$ cat src/rtl/trip_display.sv
`default_nettype none
// ============================================================================
// Module   : trip_display
// Purpose  : Three-digit multiplexed 7-segment driver for the trip timer.
//            Shows H.MM with a blinking decimal point after the hour digit.
//            Minutes are split into BCD tens/units by a serial subtract-by-ten
//            engine. Inputs are captured once per scan frame, so a frame
//            never mixes old and new digits.
// Ports    : clock  - system clock, rising edge
//            nRst   - asynchronous reset, active low
//            hour   - trip hours (saturated to 9)
//            mins   - trip minutes (saturated to 59)
//            nTest  - lamp test, active low
//            seg    - segments {g,f,e,d,c,b,a}, active high (registered)
//            dp     - decimal point, active high (registered)
//            digit  - one-hot digit enable {hour, min tens, min units}
// Revision : 1.0 - initial release
// ============================================================================
module trip_display #(
    parameter int SCAN_DIV = 32,
    parameter int HALF_SEC = 6400
) (
    input  logic       clock,
    input  logic       nRst,
    input  logic [3:0] hour,
    input  logic [9:0] mins,
    input  logic       nTest,
    output logic [6:0] seg,
    output logic       dp,
    output logic [2:0] digit
);

    localparam int SC_W = (SCAN_DIV > 1) ? $clog2(SCAN_DIV) : 1;
    localparam int BC_W = $clog2(2 * HALF_SEC);

    localparam logic [SC_W-1:0] c_sc_last  = SC_W'(SCAN_DIV - 1);
    localparam logic [BC_W-1:0] c_bc_last  = BC_W'(2 * HALF_SEC - 1);
    localparam logic [BC_W-1:0] c_bc_half  = BC_W'(HALF_SEC);

    // Conversion FSM encoding
    localparam logic [1:0] c_st_idle = 2'd0;
    localparam logic [1:0] c_st_load = 2'd1;
    localparam logic [1:0] c_st_div  = 2'd2;
    localparam logic [1:0] c_st_done = 2'd3;

    // ------------------------------------------------------------------
    // Scan and blink counters
    // ------------------------------------------------------------------
    logic [SC_W-1:0] sc_q,  sc_d;
    logic [1:0]      idx_q, idx_d;
    logic [BC_W-1:0] bc_q,  bc_d;
    logic            w_sc_wrap;
    logic            w_frame_bnd;

    always_comb begin
        w_sc_wrap   = (sc_q == c_sc_last);
        w_frame_bnd = w_sc_wrap && (idx_q == 2'd2);
        sc_d        = w_sc_wrap ? '0 : sc_q + SC_W'(1);
        idx_d       = idx_q;
        if (w_sc_wrap) begin
            idx_d = (idx_q == 2'd2) ? 2'd0 : idx_q + 2'd1;
        end
        bc_d = (bc_q == c_bc_last) ? '0 : bc_q + BC_W'(1);
    end

    always_ff @(posedge clock or negedge nRst) begin
        if (!nRst) begin
            sc_q  <= '0;
            idx_q <= 2'd0;
            bc_q  <= '0;
        end else begin
            sc_q  <= sc_d;
            idx_q <= idx_d;
            bc_q  <= bc_d;
        end
    end

    // ------------------------------------------------------------------
    // Input saturation (applied before capture)
    // ------------------------------------------------------------------
    logic [3:0] w_hour_sat;
    logic [5:0] w_mins_sat;

    always_comb begin
        w_hour_sat = (hour > 4'd9)   ? 4'd9  : hour;
        // Any of bits [9:6] set is already above 59.
        w_mins_sat = (mins > 10'd59) ? 6'd59 : mins[5:0];
    end

    // ------------------------------------------------------------------
    // Conversion FSM: state register / next-state / outputs
    // ------------------------------------------------------------------
    logic [1:0] state_q, state_d;
    logic       w_capture;   // start a new conversion
    logic       w_sub;       // subtract ten this cycle
    logic       w_publish;   // move finished result to the shown digits

    logic [3:0] h_cap_q, h_cap_d;
    logic [5:0] rem_q,   rem_d;
    logic [2:0] tens_q,  tens_d;

    always_ff @(posedge clock or negedge nRst) begin
        if (!nRst) begin
            state_q <= c_st_idle;
        end else begin
            state_q <= state_d;
        end
    end

    always_comb begin
        state_d = state_q;
        case (state_q)
            c_st_idle: if (w_frame_bnd) state_d = c_st_load;
            c_st_load: state_d = c_st_div;
            c_st_div:  if (rem_q < 6'd10) state_d = c_st_done;
            c_st_done: if (w_frame_bnd) state_d = c_st_load;
            default:   state_d = c_st_idle;
        endcase
    end

    always_comb begin
        w_capture = w_frame_bnd && ((state_q == c_st_idle) || (state_q == c_st_done));
        w_sub     = (state_q == c_st_div) && (rem_q >= 6'd10);
        w_publish = w_frame_bnd && (state_q == c_st_done);
    end

    // Conversion datapath
    always_comb begin
        h_cap_d = h_cap_q;
        rem_d   = rem_q;
        tens_d  = tens_q;
        if (w_capture) begin
            h_cap_d = w_hour_sat;
            rem_d   = w_mins_sat;
            tens_d  = 3'd0;
        end else if (w_sub) begin
            rem_d   = rem_q - 6'd10;
            tens_d  = tens_q + 3'd1;
        end
    end

    always_ff @(posedge clock or negedge nRst) begin
        if (!nRst) begin
            h_cap_q <= 4'd0;
            rem_q   <= 6'd0;
            tens_q  <= 3'd0;
        end else begin
            h_cap_q <= h_cap_d;
            rem_q   <= rem_d;
            tens_q  <= tens_d;
        end
    end

    // ------------------------------------------------------------------
    // Shown digits: only refreshed on a frame boundary from a DONE result
    // ------------------------------------------------------------------
    logic [3:0] show_h_q, show_h_d;
    logic [2:0] show_t_q, show_t_d;
    logic [3:0] show_u_q, show_u_d;

    always_comb begin
        show_h_d = show_h_q;
        show_t_d = show_t_q;
        show_u_d = show_u_q;
        if (w_publish) begin
            show_h_d = h_cap_q;
            show_t_d = tens_q;
            show_u_d = rem_q[3:0];   // rem < 10 in DONE
        end
    end

    always_ff @(posedge clock or negedge nRst) begin
        if (!nRst) begin
            show_h_q <= 4'd0;
            show_t_q <= 3'd0;
            show_u_q <= 4'd0;
        end else begin
            show_h_q <= show_h_d;
            show_t_q <= show_t_d;
            show_u_q <= show_u_d;
        end
    end

    // ------------------------------------------------------------------
    // Output decode (registered, one cycle behind sc/idx/bc)
    // ------------------------------------------------------------------
    logic [3:0] w_bcd;
    logic [6:0] w_seg_code;
    logic [6:0] seg_d;
    logic       dp_d;
    logic [2:0] digit_d;

    always_comb begin
        case (idx_q)
            2'd0:    w_bcd = show_u_q;
            2'd1:    w_bcd = {1'b0, show_t_q};
            default: w_bcd = show_h_q;
        endcase

        case (w_bcd)
            4'd0:    w_seg_code = 7'h3F;
            4'd1:    w_seg_code = 7'h06;
            4'd2:    w_seg_code = 7'h5B;
            4'd3:    w_seg_code = 7'h4F;
            4'd4:    w_seg_code = 7'h66;
            4'd5:    w_seg_code = 7'h6D;
            4'd6:    w_seg_code = 7'h7D;
            4'd7:    w_seg_code = 7'h07;
            4'd8:    w_seg_code = 7'h7F;
            4'd9:    w_seg_code = 7'h6F;
            default: w_seg_code = 7'h00;
        endcase

        case (idx_q)
            2'd0:    digit_d = 3'b001;
            2'd1:    digit_d = 3'b010;
            2'd2:    digit_d = 3'b100;
            default: digit_d = 3'b000;
        endcase

        if (!nTest) begin
            seg_d = 7'h7F;
            dp_d  = 1'b1;
        end else begin
            seg_d = w_seg_code;
            dp_d  = (idx_q == 2'd2) && (bc_q < c_bc_half);
        end
    end

    always_ff @(posedge clock or negedge nRst) begin
        if (!nRst) begin
            seg   <= 7'h00;
            dp    <= 1'b0;
            digit <= 3'b000;
        end else begin
            seg   <= seg_d;
            dp    <= dp_d;
            digit <= digit_d;
        end
    end

endmodule
`default_nettype wire

$ cat config.mk
export PLATFORM = sky130hd
export DESIGN_NAME = trip_display
export DESIGN_NICKNAME = d
export VERILOG_FILES = /design/src/rtl/trip_display.sv
export SDC_FILE = /design/constraint.sdc
export NUM_CORES = 1
export LEC_CHECK = 0
export CAP_MARGIN = 20
export CORE_UTILIZATION = 53
export DETAILED_ROUTE_END_ITERATION = 10
export PLACE_DENSITY_LB_ADDON = 0.15
export SYNTH_ARGS = -nofsm -noshare
export SYNTH_HDL_FRONTEND = slang
export SYNTH_SLANG_ARGS = --single-unit
$ cat constraint.sdc
create_clock -name clock -period 3.4 [get_ports clock]
set_input_delay 0.68 -clock clock [delete_from_list [all_inputs] [get_ports clock]]
set_output_delay 0.68 -clock clock [all_outputs]
set_load 0.01 [all_outputs]
### Word level (Yosys, flattened, before mapping)

Memory sizes are Yosys's and may differ from the RTL's.
Index checks and enable logic that the tools add are counted.

| word-level totals | value |
|---|---|
| ROM bits | 112 |
| memories kept | 1 |
| register bits after elaboration | 58 |
| output and inout port bits | 11 |

| operators by class | value |
|---|---|
| $add $sub $neg | 5 |
| reduce and logical (&&, ||, !) cells | 11 |
| multiplexer cells | 16 |
| eq/ne operators | 9 |
| $lt $le $gt $ge | 5 |

Memory list:

| memory | words | bits a word | read ports | clocked after memory_dff | wr ports | RTL line | text |
|---|---|---|---|---|---|---|---|
| (name not given) | 16 | 7 | 1 | 0 | 0 | 200 | `case (w_bcd)` |

Operators with widths:

| kind | count |
|---|---|
| $mux W6 | 3 |
| $add A14 B1 Y14 const B | 1 |
| $eq A14 B14 Y1 const B | 1 |
| $lt A14 B13 Y1 const B | 1 |
| $mux W14 | 1 |
| $gt A10 B6 Y1 const B | 1 |
| $pmux W3 S3 | 1 |
| $pmux W4 S2 | 1 |
| $mux W7 | 1 |
| $eq A2 B2 Y1 const B | 3 |
| $ge A6 B4 Y1 const B | 1 |
| $lt A6 B4 Y1 const B | 1 |
| $mux W2 | 3 |
| $mux W3 | 2 |
| $pmux W2 S3 | 1 |
| $sub A6 B4 Y6 const B | 1 |
| $add A5 B1 Y5 const B | 1 |
| $eq A5 B5 Y1 const B | 1 |
| $logic_and A1 B1 Y1 | 5 |
| $mux W5 | 1 |
| $eq A2 B1 Y1 const B | 2 |
| $gt A4 B4 Y1 const B | 1 |
| $logic_not A2 Y1 | 2 |
| $mux W4 | 1 |
| 9 further kinds | 9 |

### Logic depth before layout (Yosys ltp)

| logic depth | value |
|---|---|
| word-level depth | 4 |
| gate-level depth with buffers | 8 |

### Least setup slack after synthesis

Ideal clock, no wire load.

| timing | value |
|---|---|
| path type | flip-flop to flip-flop |
| start | reg idx_q[0] |
| end | reg seg[3] |
| clock period less this slack | 1.834 ns |
| buffers on the path | 1 |
| setup time | 0.118 ns |
| data required time | 3.282 ns |
| cell stages (with the launch flop) | 9 |
| setup slack | 1.566 ns |
| arrival | 1.716 ns |
| path through | dfrtp_1 > buf_6 > mux2_2 > mux2i_2 > inv_1 > ha_1 > inv_1 > mux2i_1 > a21o_1 |

| on the way | value |
|---|---|
| longest elaborated chain between the ends | 4 |
| elaborated cells on any way between the ends | 5 |
| those cells by class | eq/ne: 1; mux: 2; reduce/logical: 1; memory: 1 |

RTL lines:

| element | RTL line | text |
|---|---|---|
| from (decl) | 50 | `logic [1:0] idx_q, idx_d;` |
| from (signal assigned) | 73 | `idx_q <= idx_d;` |
| $eq A2 B1 Y1 or $logic_not A2 Y1 (tied branches) | 194 | `case (idx_q)` |
| $pmux W4 S2 * | 194 |  |
| $mem_v2 Z16 W7 * | - |  |
| $mux W7 * | 221 | `if (!nTest) begin` |
| net seg_d[3] | 189 | `logic [6:0] seg_d;` |
| to (signal assigned) | 236 | `seg <= seg_d;` |
| to (decl) | 28 | `output logic [6:0] seg,` |

The timed path passes the listed nets; every way through them passes the cells marked *.
A chain may end at the register's enable or synchronous reset.

### Worst setup path in the final report

| timing | value |
|---|---|
| start | reg sc_q[0] |
| end | reg rem_q[4] |

| on the way | value |
|---|---|
| longest elaborated chain between the ends | 4 |
| elaborated cells on any way between the ends | 5 |
| those cells by class | eq/ne: 1; mux: 1; reduce/logical: 3 |

RTL lines:

| element | RTL line | text |
|---|---|---|
| from (decl) | 49 | `logic [SC_W-1:0] sc_q, sc_d;` |
| from (signal assigned) | 68 | `sc_q <= '0;` |
| from (signal assigned) | 72 | `sc_q <= sc_d;` |
| $eq A5 B5 Y1 * | 56 | `w_sc_wrap = (sc_q == c_sc_last);` |
| $logic_and A1 B1 Y1 * | 57 | `w_frame_bnd = w_sc_wrap && (idx_q == 2'd2);` |
| $logic_and A1 B1 Y1 * | 122 | `w_capture = w_frame_bnd && ((state_q == c_st_idle) \|\| (state_q == c_st_done));` |
| $mux W6 or $reduce_bool A2 Y1 (tied branches) | - |  |
| to (signal assigned) | 149 | `rem_q <= rem_d;` |
| to (decl) | 99 | `logic [5:0] rem_q, rem_d;` |

Mark *: on every way between the ends. The rest lies on a longest branch, timed or not.

==> results by group <==
Outcome
  – Outcome: finished clean

Layout
  – Syn-to-layout area delta: 18.4%
  – Layout cells sized above 1: 9.62%
  – Area of the multi-input gates: around 1300 um2
  – # fillers: ~440
  – Post-route cell area: 3350 um2
  – Antenna Cells: 0
  – Reg area: 1450 um2
  – Nets: roughly 320

Logic synthesis
  – FFs w/ async S/R, synth: 100%
  – Post-synthesis xor/xnor area fraction: under 10%
  – Largest family of logic cells by synthesized area: simple AND/OR/NAND/NOR gates
  – Sequential cell area fraction in the yosys report: between 50 and 60%
  – Number of flops mapped to enable cells by yosys: 0
  – Post-Syn Instances: roughly 260
  – Synth cell types: 49
  – Area share of and/or/nand/nor cells after synthesis: around 15%
  – Area fraction in compound gates after synthesis: about a tenth
  – Cell Area, Synth: ~2800 um2
  – FF+latch count, synth: a little under 60
  – Post-synthesis mux area share: under 10%
  – Area share of fa/ha/maj cells after synthesis: between 6 and 7%
  – Avg Cell Area, Syn: between 10 and 15 um2
  – Ys flop type: dfrtp_1
  – Ys Warns: 0
  – Post-synth net total: 286

Pwr
  – Power Density: around 410 nW/um2
  – P_leak: about 1.5 nW
  – VDD IR-drop max: roughly 0.37 mV

Global routing
  – Initial antenna violation count: 0
  – First-pass GRT wire length: around 8000 um
  – Largest net degree at the start of global routing: 36
  – GRT Total Usage: about a fifth
  – Vias in the first global route: ~1,800
  – Grt ovf: 0

Floorplan
  – Core area: between 5000 and 6000 um2
  – Starting Density: ~55%
  – Row count: 26
  – Chip Width: roughly 75 um
  – I/O pin total: 28
  – Die Y: 75.0 um
  – Full die area: between 5000 and 6000 um2

Clocking
  – CTS tree: yes
  – Clock transition at the registers of the reported paths: approximately 0.07 ns
  – # clock sinks: 58
  – Post-CTS Hold Fix Bufs: 0
  – Clock buffer count from CTS: 9
  – CTS resizes: 0
  – # H-tree levels: 3
  – Clock buffer depth: 2
  – Post-CTS setup buffer count: 0
  – Clk Latency, worst-skew pair: between 0.3 and 0.4 ns
  – Root Driver: clkbuf_8

Setup path
  – CP Capture Type: flip-flop
  – Crit-path cells: ha_1 -> and3_1 -> ha_1 -> nand3_1 -> nor3_1 -> a31oi_1
  – Critical path data arrival time: ~2.3 ns
  – CP delay by family, top: simple AND/OR/NAND/NOR gates
  – Slowest stage delay, CP: between 0.4 and 0.5 ns
  – CP max stage cell: nand3_1
  – Buf/Inv on CP: 0
  – Crit path top cell by count: ha_1
  – Crit Path Category: flip-flop to flip-flop
  – Critical path depth in cells: 6
  – Reg2reg path depth: 6
  – Crit path max fanout: 13
  – Worst Path Required: between 3 and 4 ns
  – CP Launch Type: flip-flop

Job
  – Max_cap viols: 0

Place
  – Port Buffer Count: 27
  – Dpl ws: about 1.1 ns
  – Placer congestion estimate: between 0.7 and 0.8
  – DP Area: between 3000 and 4000 um2
  – DP HPWL: between 3000 and 4000 um

Drt
  – Routed Wire Length: roughly 4600 um
  – TritonRoute pass-1 iters: 4
  – DRT antenna net count: 0
  – Via count: 1,908
  – Iteration-0 DRC count of the detailed router: between 100 and 150
  – Vias per cell: approximately 5.3
  – WL/cell: around 13 um
  – # DRC: 0

Hold path
  – Hold Path Class: input port to asynchronous set/reset pin

Timing
  – Pins Over Slew Limit: 0
  – Setup WS post-layout: between 1 and 1.5 ns
  – Setup_tns: 0 ns
  – RSZ-0062 raised after global routing: no
  – Pin slew with the least headroom to its limit: ~0.54 ns
  – Fin crit share: 62.8%
  – Final min period: ~2.1 ns
  – FMAX: roughly 0.47 GHz
  – Hold Slack: between 0.3 and 0.4 ns
  – Final Skew: around 0.0091 ns
  – Slew Limit Headroom: between 60% and 70%
  – Final-report hold violation count: 0
  – Final Setup Violations: 0
[layout by cell type (no fill, tap or decap), drive strengths merged, types with 2 or more instances in the layout]
cell type,instances
ha,14
nor3,6
mux2i,9
and3,3
and4,3
nor2b,4
a21o,4
nand4,2
o311ai,3
o31a,2
nand3b,3
xnor2,11
a21oi,5
a31oi,4
clkdlybuf4s50,26
nor4,2
nand3,9
o21a,2
and2,3
buf,2
nand2b,3
o21ai,18
dfrtp,58
o211ai,2
nor2,15
inv,11
clkbuf,13
xor2,6
nand2,24
mux2,13
[worst register-to-register path, stage by stage, from the launching register on]
cell	delay, ns
dfrtp_1	0.36
ha_1	0.18
and3_1	0.16
ha_1	0.37
nand3_1	0.46
nor3_1	0.38
a31oi_1	0.08
[power by group]
| part | total [mW] | internal, mW | leakage [nW] | switching, mW |
|---|---|---|---|---|
| Sequential | 0.693 | 0.692 | 0.694 | 0.00116 |
| Clock | 0.645 | 0.394 | 0.106 | 0.252 |
| Combinational | 0.0420 | 0.0209 | 0.685 | 0.0211 |
[cells in the mapped netlist, types with 5 or more instances]
cell type | instances | share of area [%]
dfrtp_1 | 58 | 51
nand2_1 | 24 | 3.2
nor2_1 | 15 | 2.0
ha_1 | 14 | 6.2
o21ai_0 | 13 | 2.3
inv_1 | 11 | 1.5
xnor2_1 | 11 | 3.4
mux2_1 | 9 | 3.6
nand3_1 | 8 | 1.4
mux2i_1 | 7 | 2.5
nor3_1 | 6 | 1.1
xor2_1 | 6 | 1.9
buf_2 | 5 | 0.89
[logic make-up (layout without fill, tap and decap cells)]
logic type      after synthesis  count (layout)
compound gates               44              44
xor+xnor                     17              17
fa+ha+maj                    14              14
buf+inv                      18              54
flops                        58              58
mux                          22              22
simple gates                 82              82
[per-layer routing]
metal	vias up	part of all wire, %	wire length [um]	global-route usage, %
li1	956	-	-	-
met1	913	51	2320	26.5
met2	33	44	2030	29.5
met3	6	3.1	140	4.42
met4	0	1.7	76	9.01
met5	-	0	0	0
[metrics by stage]
step                      cells  power, mW  util, %
final                       361       1.38     65.5
after global routing        361       1.44     65.5
after floorplan             255      0.711        -
after global placement      346      0.749     61.5
after CTS                   361       1.40     65.5
after detailed placement    346      0.749     61.5
[state kept, by name (all words and copies together) (netlist names)]
register,count
tens_q,3
sc_q,5
seg,7
h_cap_q,4
state_q,2
dp,1
show_u_q,4
bc_q,14
digit,3
show_t_q,3
idx_q,2
show_h_q,4
rem_q,6
[final timing paths]
kind / start / end / slack [ns]
max in group asynchronous: nRst / bc_q[13] / 2.23
worst max register to register: sc_q[0] / rem_q[4] / 1.26
worst min-delay path: nRst / seg[6] / 0.33
min in group clock: sc_q[0] / sc_q[0] / 0.45
worst max-delay path: sc_q[0] / rem_q[4] / 1.26
worst min register to register: sc_q[0] / sc_q[0] / 0.45
[layout make-up]
class	count	area share, %
Inverter	11	1.23
Clock buffer	13	5.05
Tap cell	70	2.62
Sequential cell	58	43.4
Timing Repair Buffer	28	8.15
Clock inverter	2	1.05
Multi-Input combinational cell	179	38.5
Note: power is estimated with default switching activity, not from simulation.
